<file path="src/rtl/stage1_pkg.sv">
// Shared stage1 datapath definitions: RAM geometry, command op codes, sequencer states.
// Latency: n/a (types and constants only).
// Backpressure: n/a.
package stage1_pkg;

  localparam int RAM_ADDR_W = 6;
  localparam int RAM_DATA_W = 32;
  localparam int RAM_DEPTH  = 64;

  typedef enum logic [1:0] {
    OP_NOP   = 2'b00,
    OP_WRITE = 2'b01,
    OP_READ  = 2'b10,
    OP_CLEAR = 2'b11
  } op_t;

  typedef enum logic [2:0] {
    ST_IDLE  = 3'd0,
    ST_WRITE = 3'd1,
    ST_READ  = 3'd2,
    ST_CLEAR = 3'd3,
    ST_DONE  = 3'd4
  } state_t;

endpackage

</file>
<file path="src/rtl/ram_ctrl_if.sv">
// Command/response bundle between the control FSM (master) and ram_ctrl (slave).
// Latency: n/a (wires only).
// Backpressure: cmd_valid/cmd_ready on the command side; rsp_valid has no back-pressure.
interface ram_ctrl_if
  import stage1_pkg::*;
#(
  parameter int ADDR_W = RAM_ADDR_W,
  parameter int DATA_W = RAM_DATA_W
);

  logic              cmd_valid;
  op_t               cmd_op;
  logic [ADDR_W-1:0] cmd_addr;
  logic [DATA_W-1:0] cmd_data;
  logic              cmd_ready;
  logic              rsp_valid;
  logic [DATA_W-1:0] rsp_data;

  modport master (
    output cmd_valid, cmd_op, cmd_addr, cmd_data,
    input  cmd_ready, rsp_valid, rsp_data
  );

  modport slave (
    input  cmd_valid, cmd_op, cmd_addr, cmd_data,
    output cmd_ready, rsp_valid, rsp_data
  );

endinterface

</file>
<file path="src/rtl/ram_ctrl.sv">
// Single-command sequencer for the 64x32 RAM: WRITE, READ (RD_LAT aware), CLEAR sweep, NOP.
// Latency: write 2, read 2+RD_LAT, clear DEPTH+1, nop 1 cycles accept-to-accept; all outputs registered.
// Backpressure: cmd_ready low while a command is in flight; rsp_valid is a one-cycle pulse, never stalled.
module ram_ctrl
  import stage1_pkg::*;
#(
  parameter int ADDR_W = RAM_ADDR_W,
  parameter int DATA_W = RAM_DATA_W,
  parameter int DEPTH  = RAM_DEPTH,
  parameter int RD_LAT = 1
) (
  input  logic              clk,
  input  logic              resetn,
  ram_ctrl_if.slave         cmd,
  output logic [ADDR_W-1:0] ram_addr,
  output logic              ram_wren,
  output logic [DATA_W-1:0] ram_wdata,
  input  logic [DATA_W-1:0] ram_q
);

  // Sweep ends on an explicit compare so a DEPTH below 2**ADDR_W still stops correctly.
  localparam logic [ADDR_W-1:0] LAST_ADDR = ADDR_W'(DEPTH - 1);
  localparam logic [1:0]        LAT_LOAD  = 2'(RD_LAT);

  state_t            state_q, state_d;
  logic [1:0]        lat_cnt_q, lat_cnt_d;
  logic              cmd_ready_d;
  logic              rsp_valid_d;
  logic [DATA_W-1:0] rsp_data_d;
  logic [ADDR_W-1:0] ram_addr_d;
  logic              ram_wren_d;
  logic [DATA_W-1:0] ram_wdata_d;
  logic              accept;

  assign accept = cmd.cmd_valid && cmd.cmd_ready;

  // State register.
  always_ff @(posedge clk or negedge resetn) begin
    if (!resetn) begin
      state_q <= ST_IDLE;
    end else begin
      state_q <= state_d;
    end
  end

  // Next state and next values of every registered output; RAM controls are set up one
  // cycle ahead so they are already on the pins during the state they belong to.
  always_comb begin
    state_d     = state_q;
    lat_cnt_d   = lat_cnt_q;
    cmd_ready_d = cmd.cmd_ready;
    rsp_valid_d = 1'b0;
    rsp_data_d  = cmd.rsp_data;
    ram_addr_d  = ram_addr;
    ram_wren_d  = 1'b0;
    ram_wdata_d = ram_wdata;

    case (state_q)
      ST_IDLE, ST_DONE: begin
        state_d     = ST_IDLE;
        cmd_ready_d = 1'b1;
        if (accept) begin
          cmd_ready_d = 1'b0;
          case (cmd.cmd_op)
            OP_WRITE: begin
              state_d     = ST_WRITE;
              ram_addr_d  = cmd.cmd_addr;
              ram_wdata_d = cmd.cmd_data;
              ram_wren_d  = 1'b1;
            end
            OP_READ: begin
              state_d    = ST_READ;
              ram_addr_d = cmd.cmd_addr;
              lat_cnt_d  = LAT_LOAD;
            end
            OP_CLEAR: begin
              state_d     = ST_CLEAR;
              ram_addr_d  = '0;
              ram_wdata_d = cmd.cmd_data;
              ram_wren_d  = 1'b1;
            end
            default: begin
              // NOP completes immediately without touching the RAM.
              state_d     = ST_DONE;
              cmd_ready_d = 1'b1;
              rsp_valid_d = 1'b1;
            end
          endcase
        end
      end

      ST_WRITE: begin
        state_d     = ST_DONE;
        cmd_ready_d = 1'b1;
        rsp_valid_d = 1'b1;
      end

      ST_READ: begin
        if (lat_cnt_q == 2'd0) begin
          state_d     = ST_DONE;
          rsp_data_d  = ram_q;
          cmd_ready_d = 1'b1;
          rsp_valid_d = 1'b1;
        end else begin
          lat_cnt_d = lat_cnt_q - 2'd1;
        end
      end

      ST_CLEAR: begin
        if (ram_addr == LAST_ADDR) begin
          state_d     = ST_DONE;
          cmd_ready_d = 1'b1;
          rsp_valid_d = 1'b1;
        end else begin
          ram_addr_d = ram_addr + ADDR_W'(1);
          ram_wren_d = 1'b1;
        end
      end

      default: begin
        state_d     = ST_IDLE;
        cmd_ready_d = 1'b1;
      end
    endcase
  end

  // Output and counter registers; reset abandons any command mid-flight.
  always_ff @(posedge clk or negedge resetn) begin
    if (!resetn) begin
      lat_cnt_q     <= 2'd0;
      cmd.cmd_ready <= 1'b1;
      cmd.rsp_valid <= 1'b0;
      cmd.rsp_data  <= '0;
      ram_addr      <= '0;
      ram_wren      <= 1'b0;
      ram_wdata     <= '0;
    end else begin
      lat_cnt_q     <= lat_cnt_d;
      cmd.cmd_ready <= cmd_ready_d;
      cmd.rsp_valid <= rsp_valid_d;
      cmd.rsp_data  <= rsp_data_d;
      ram_addr      <= ram_addr_d;
      ram_wren      <= ram_wren_d;
      ram_wdata     <= ram_wdata_d;
    end
  end

endmodule
</file>
<file path="src/flat_wrapper.sv">
// flat-port wrapper written by rule: the top's interface ports become plain ports
module ram_ctrl_flat import stage1_pkg::*;
#(
  parameter int ADDR_W = RAM_ADDR_W,
  parameter int DATA_W = RAM_DATA_W,
  parameter int DEPTH  = RAM_DEPTH,
  parameter int RD_LAT = 1
)
  (clk, resetn, ram_addr, ram_wren, ram_wdata, ram_q, cmd_cmd_valid, cmd_cmd_op, cmd_cmd_addr, cmd_cmd_data, cmd_cmd_ready, cmd_rsp_valid, cmd_rsp_data);
  ram_ctrl_if #(.ADDR_W(ADDR_W), .DATA_W(DATA_W)) cmd_i ();
  input  logic clk;
  input  logic resetn;
  output logic [ADDR_W-1:0] ram_addr;
  output logic ram_wren;
  output logic [DATA_W-1:0] ram_wdata;
  input  logic [DATA_W-1:0] ram_q;
  input wire logic [$bits(cmd_i.cmd_valid)-1:0] cmd_cmd_valid;
  input wire logic [$bits(cmd_i.cmd_op)-1:0] cmd_cmd_op;
  input wire logic [$bits(cmd_i.cmd_addr)-1:0] cmd_cmd_addr;
  input wire logic [$bits(cmd_i.cmd_data)-1:0] cmd_cmd_data;
  output wire logic [$bits(cmd_i.cmd_ready)-1:0] cmd_cmd_ready;
  output wire logic [$bits(cmd_i.rsp_valid)-1:0] cmd_rsp_valid;
  output wire logic [$bits(cmd_i.rsp_data)-1:0] cmd_rsp_data;
  assign cmd_i.cmd_valid = cmd_cmd_valid;
  assign cmd_i.cmd_op = cmd_cmd_op;
  assign cmd_i.cmd_addr = cmd_cmd_addr;
  assign cmd_i.cmd_data = cmd_cmd_data;
  assign cmd_cmd_ready = cmd_i.cmd_ready;
  assign cmd_rsp_valid = cmd_i.rsp_valid;
  assign cmd_rsp_data = cmd_i.rsp_data;
  ram_ctrl #(.ADDR_W(ADDR_W), .DATA_W(DATA_W), .DEPTH(DEPTH), .RD_LAT(RD_LAT)) u_core (.clk(clk), .resetn(resetn), .cmd(cmd_i), .ram_addr(ram_addr), .ram_wren(ram_wren), .ram_wdata(ram_wdata), .ram_q(ram_q));
endmodule
</file>
<file path="config.mk">
export PLATFORM = sky130hd
export DESIGN_NAME = ram_ctrl_flat
export DESIGN_NICKNAME = d
export VERILOG_FILES = /design/src/rtl/stage1_pkg.sv /design/src/rtl/ram_ctrl_if.sv /design/src/rtl/ram_ctrl.sv /design/src/flat_wrapper.sv
export SDC_FILE = /design/constraint.sdc
export NUM_CORES = 1
export LEC_CHECK = 0
export ABC_AREA = 1
export CAP_MARGIN = 15
export CELL_PAD_IN_SITES_DETAIL_PLACEMENT = 0
export CELL_PAD_IN_SITES_GLOBAL_PLACEMENT = 1
export CORE_MARGIN = 3
export CORE_UTILIZATION = 34
export DETAILED_ROUTE_END_ITERATION = 8
export PLACE_DENSITY_LB_ADDON = 0.1
export REMOVE_ABC_BUFFERS = 1
export SYNTH_ARGS = -nofsm -noshare
export SYNTH_HDL_FRONTEND = slang
export SYNTH_SLANG_ARGS = --single-unit
</file>
<file path="constraint.sdc">
create_clock -name clk -period 2.8 [get_ports clk]
set_clock_uncertainty 0.2 [all_clocks]
set_input_delay 0.56 -clock clk [delete_from_list [all_inputs] [get_ports clk]]
set_output_delay 0.56 -clock clk [all_outputs]
set_load 0.05 [all_outputs]
</file>
==> results by group <==
Setup path
  • CP Launch Point: u_core.cmd.cmd_ready
  • Critical path, cell by cell: clkdlybuf4s50_1
  • Reg2Reg Depth: 5
  • Worst r2r dst: u_core.ram_wdata[30]
  • R2r startpoint: u_core.cmd.cmd_ready
  • Crit-path leading delay family: buffers and inverters
  • Slowest CP cell: clkdlybuf4s50_1
  • Buf+Inv Stages, Crit Path: 1
  • WS Path Type: reg -> out
  • Crit. End Element: primary output
  • Stages on the worst setup path: 1
  • CP required: 2040 ps
  • CP max FO: 3
  • Max stage delay on crit path: 800 ps
  • Arrival @ worst endpoint: 1680 ps
  • Crit start category: flip-flop
  • R2r setup slk: 910 ps

Pwr
  • PD cells: 1380 nW/um^2
  • Comb power frac: 60.7%
  • NetSw: 3.56 mW
  • Int Power: 3.66 mW
  • Clock power share: 11.2%
  • Sequential power share: 28.1%
  • Lkg Pwr: 2.49 nW
  • Peak supply drop: 0.739 mV
  • Sw frac: 49.3%

Min path
  • Worst hold path class: in -> async

Final layout
  • Area Overhead vs Synth: 53.7%
  • Storage cell area: 1950 um^2
  • Share of cells above drive strength 1: 13.9%
  • Commonest non-fill, non-tap cells in the layout: clkdlybuf4s50_1 (146), nand2_1 (112), dfrtp_1 (77)
  • Fin nets: 554
  • Fillers: 876
  • Commonest non-fill, non-tap cell in the layout: clkdlybuf4s50_1
  • Area of the multi-input gates: 1310 um^2
  • Fin util: 55.2%
  • N_diodes: 0

Logic synthesis
  • Post-Syn Instances: 324
  • Syn Area/Cell: 10.5 um^2
  • Seq cells post-synth: 78
  • Dominant synthesized flop cell: dfrtp_1
  • Yosys cell types: 24
  • Register area share after synthesis: 57.5%
  • Cell area after synthesis: 3400 um^2
  • Post-synth ARST share: 100%
  • Post-synth EDFFs: 0
  • YS warnings: 0

STA
  • TNS Setup: 0 ps
  • Final Cycle Share: 87.1%
  • Slew HR: 58.2%
  • Fmax: 0.410 GHz
  • Final Critical Period: 2440 ps
  • Worst Tran Pin Value: 627 ps
  • # setup viols final: 0
  • RSZ-0062 raised after global routing: false
  • Final Slew Violations: 0
  • Hold Vio Cnt, Final: 0

Routing
  • Final ANT Viol Nets: 0
  • DRT Pass-1 Iters: 4
  • Via count: 2788
  • Vias per cell: 4.57
  • Number of DRC markers in iteration 0: 91
  • Wire per inst: 14.6 um
  • DRC: 0
  • WL final: 8920 um

Clock tree
  • Hold_buf cts: 0
  • Clock transition at path regs: 80 ps
  • Clock root buffer master: clkbuf_8
  • Clk buf depth: 2
  • CTS Sinks: 78
  • CTS tree: yes
  • Total CTS buffers: 9
  • Htree depth: 3
  • Setup Fix Bufs, Post-CTS: 0
  • Clock Latency Late Sink: 330 ps
  • Cts repair resizes: 0

GRT
  • Vias in the first global route: 2752
  • Total global-route track usage: 16.2%
  • Overflow after GRT: 0
  • Largest net degree at the start of global routing: 48
  • First-pass GRT wire length: 14400 um
  • Antenna violations before repair: 0

Place
  • Detailed placement HPWL: 6470 um
  • # port buffers: 147
  • Routability congestion estimate: 0.810

Status
  • Outcome: finished clean

Die
  • Die ar.: 11200 um^2
  • Rows: 35
  • Starting Density: 35.9%
  • I/O pin total: 148
  • Die Wd: 106 um
  • Die outline height: 106 um
  • Core area: 9460 um^2

Job
  • Max-Cap Viols: 0
flip-flops by register name, summed over array words and instances (netlist names):
register / count
u_core.state_q: 3
u_core.ram_addr: 6
u_core.lat_cnt_q: 2
u_core.ram_wdata: 32
u_core.cmd.rsp_data: 32
u_core.cmd.cmd_ready: 1
u_core.cmd.rsp_valid: 1
u_core.ram_wren: 1
metal layers:
layer  GRT usage [%]  vias up  routed length, um
met5               0        -                  0
met4            5.83        0                 99
met3            5.53        6                812
met2            24.5      114               4040
met1            21.7     1308               3970
li1                -     1360                  -
through the flow:
step           worst slack, ps  std cells  cell area (um^2)  hold slack, ps  power, mW
2_1_floorplan              639        311              3320            64.4       4.90
3_3_place_gp               422        595              5030             253       6.43
3_5_place_dp               408        595              5030             257       6.46
4_1_cts                    323        610              5220            45.7       7.31
5_1_grt                    299        610              5220            66.3       7.63
6_report                   360        610              5220            37.9       7.22
worst max path at each step:
stage	to	slack, ps
floorplan	u_core.lat_cnt_q[0]	640
global placement	u_core.ram_wdata[21]	420
global route	cmd_cmd_ready	300
detailed placement	u_core.ram_wdata[20]	410
CTS	cmd_cmd_ready	320
finish	cmd_cmd_ready	360
cells in the mapped netlist, types with 3 or more instances:
master,count,share of area (%)
mux2_2,4,1.3
inv_1,12,1.3
nor2_1,4,0.44
buf_2,6,0.88
nand3_1,47,6.9
nand2_1,112,12
buf_6,3,0.99
o21ai_0,4,0.59
clkbuf_1,4,0.44
o21ai_1,3,0.44
mux2_4,28,12
dfrtp_1,77,57
kinds of logic (layout without fill, tap and decap cells):
kind of cell,count (synthesis),after routing,synth area share (%)
and+or+nand+nor,174,174,22.4
DFF,78,78,57.5
muxes,32,32,13.7
buffers and inverters,27,184,3.87
AOI/OAI and AO/OA,11,11,1.77
adders and majority gates,2,2,0.737
layout make-up:
class | instances | area share [%]
flip-flops and latches | 78 | 37.4
repair buffers | 155 | 29.8
multi-input cells | 219 | 25.1
well taps | 129 | 3.09
clock buffers | 9 | 2.37
clock inverters | 6 | 1.22
inverters | 14 | 1.01
power groups by stage:
stage	clock network, mW	logic [mW]	registers [mW]
after floorplan	0	1.06	3.83
after global placement	0	4.40	2.03
after detailed placement	0	4.42	2.03
after CTS	0.849	4.43	2.03
after global routing	0.903	4.62	2.11
final	0.809	4.38	2.03
Power figures use the tool's default switching activity.
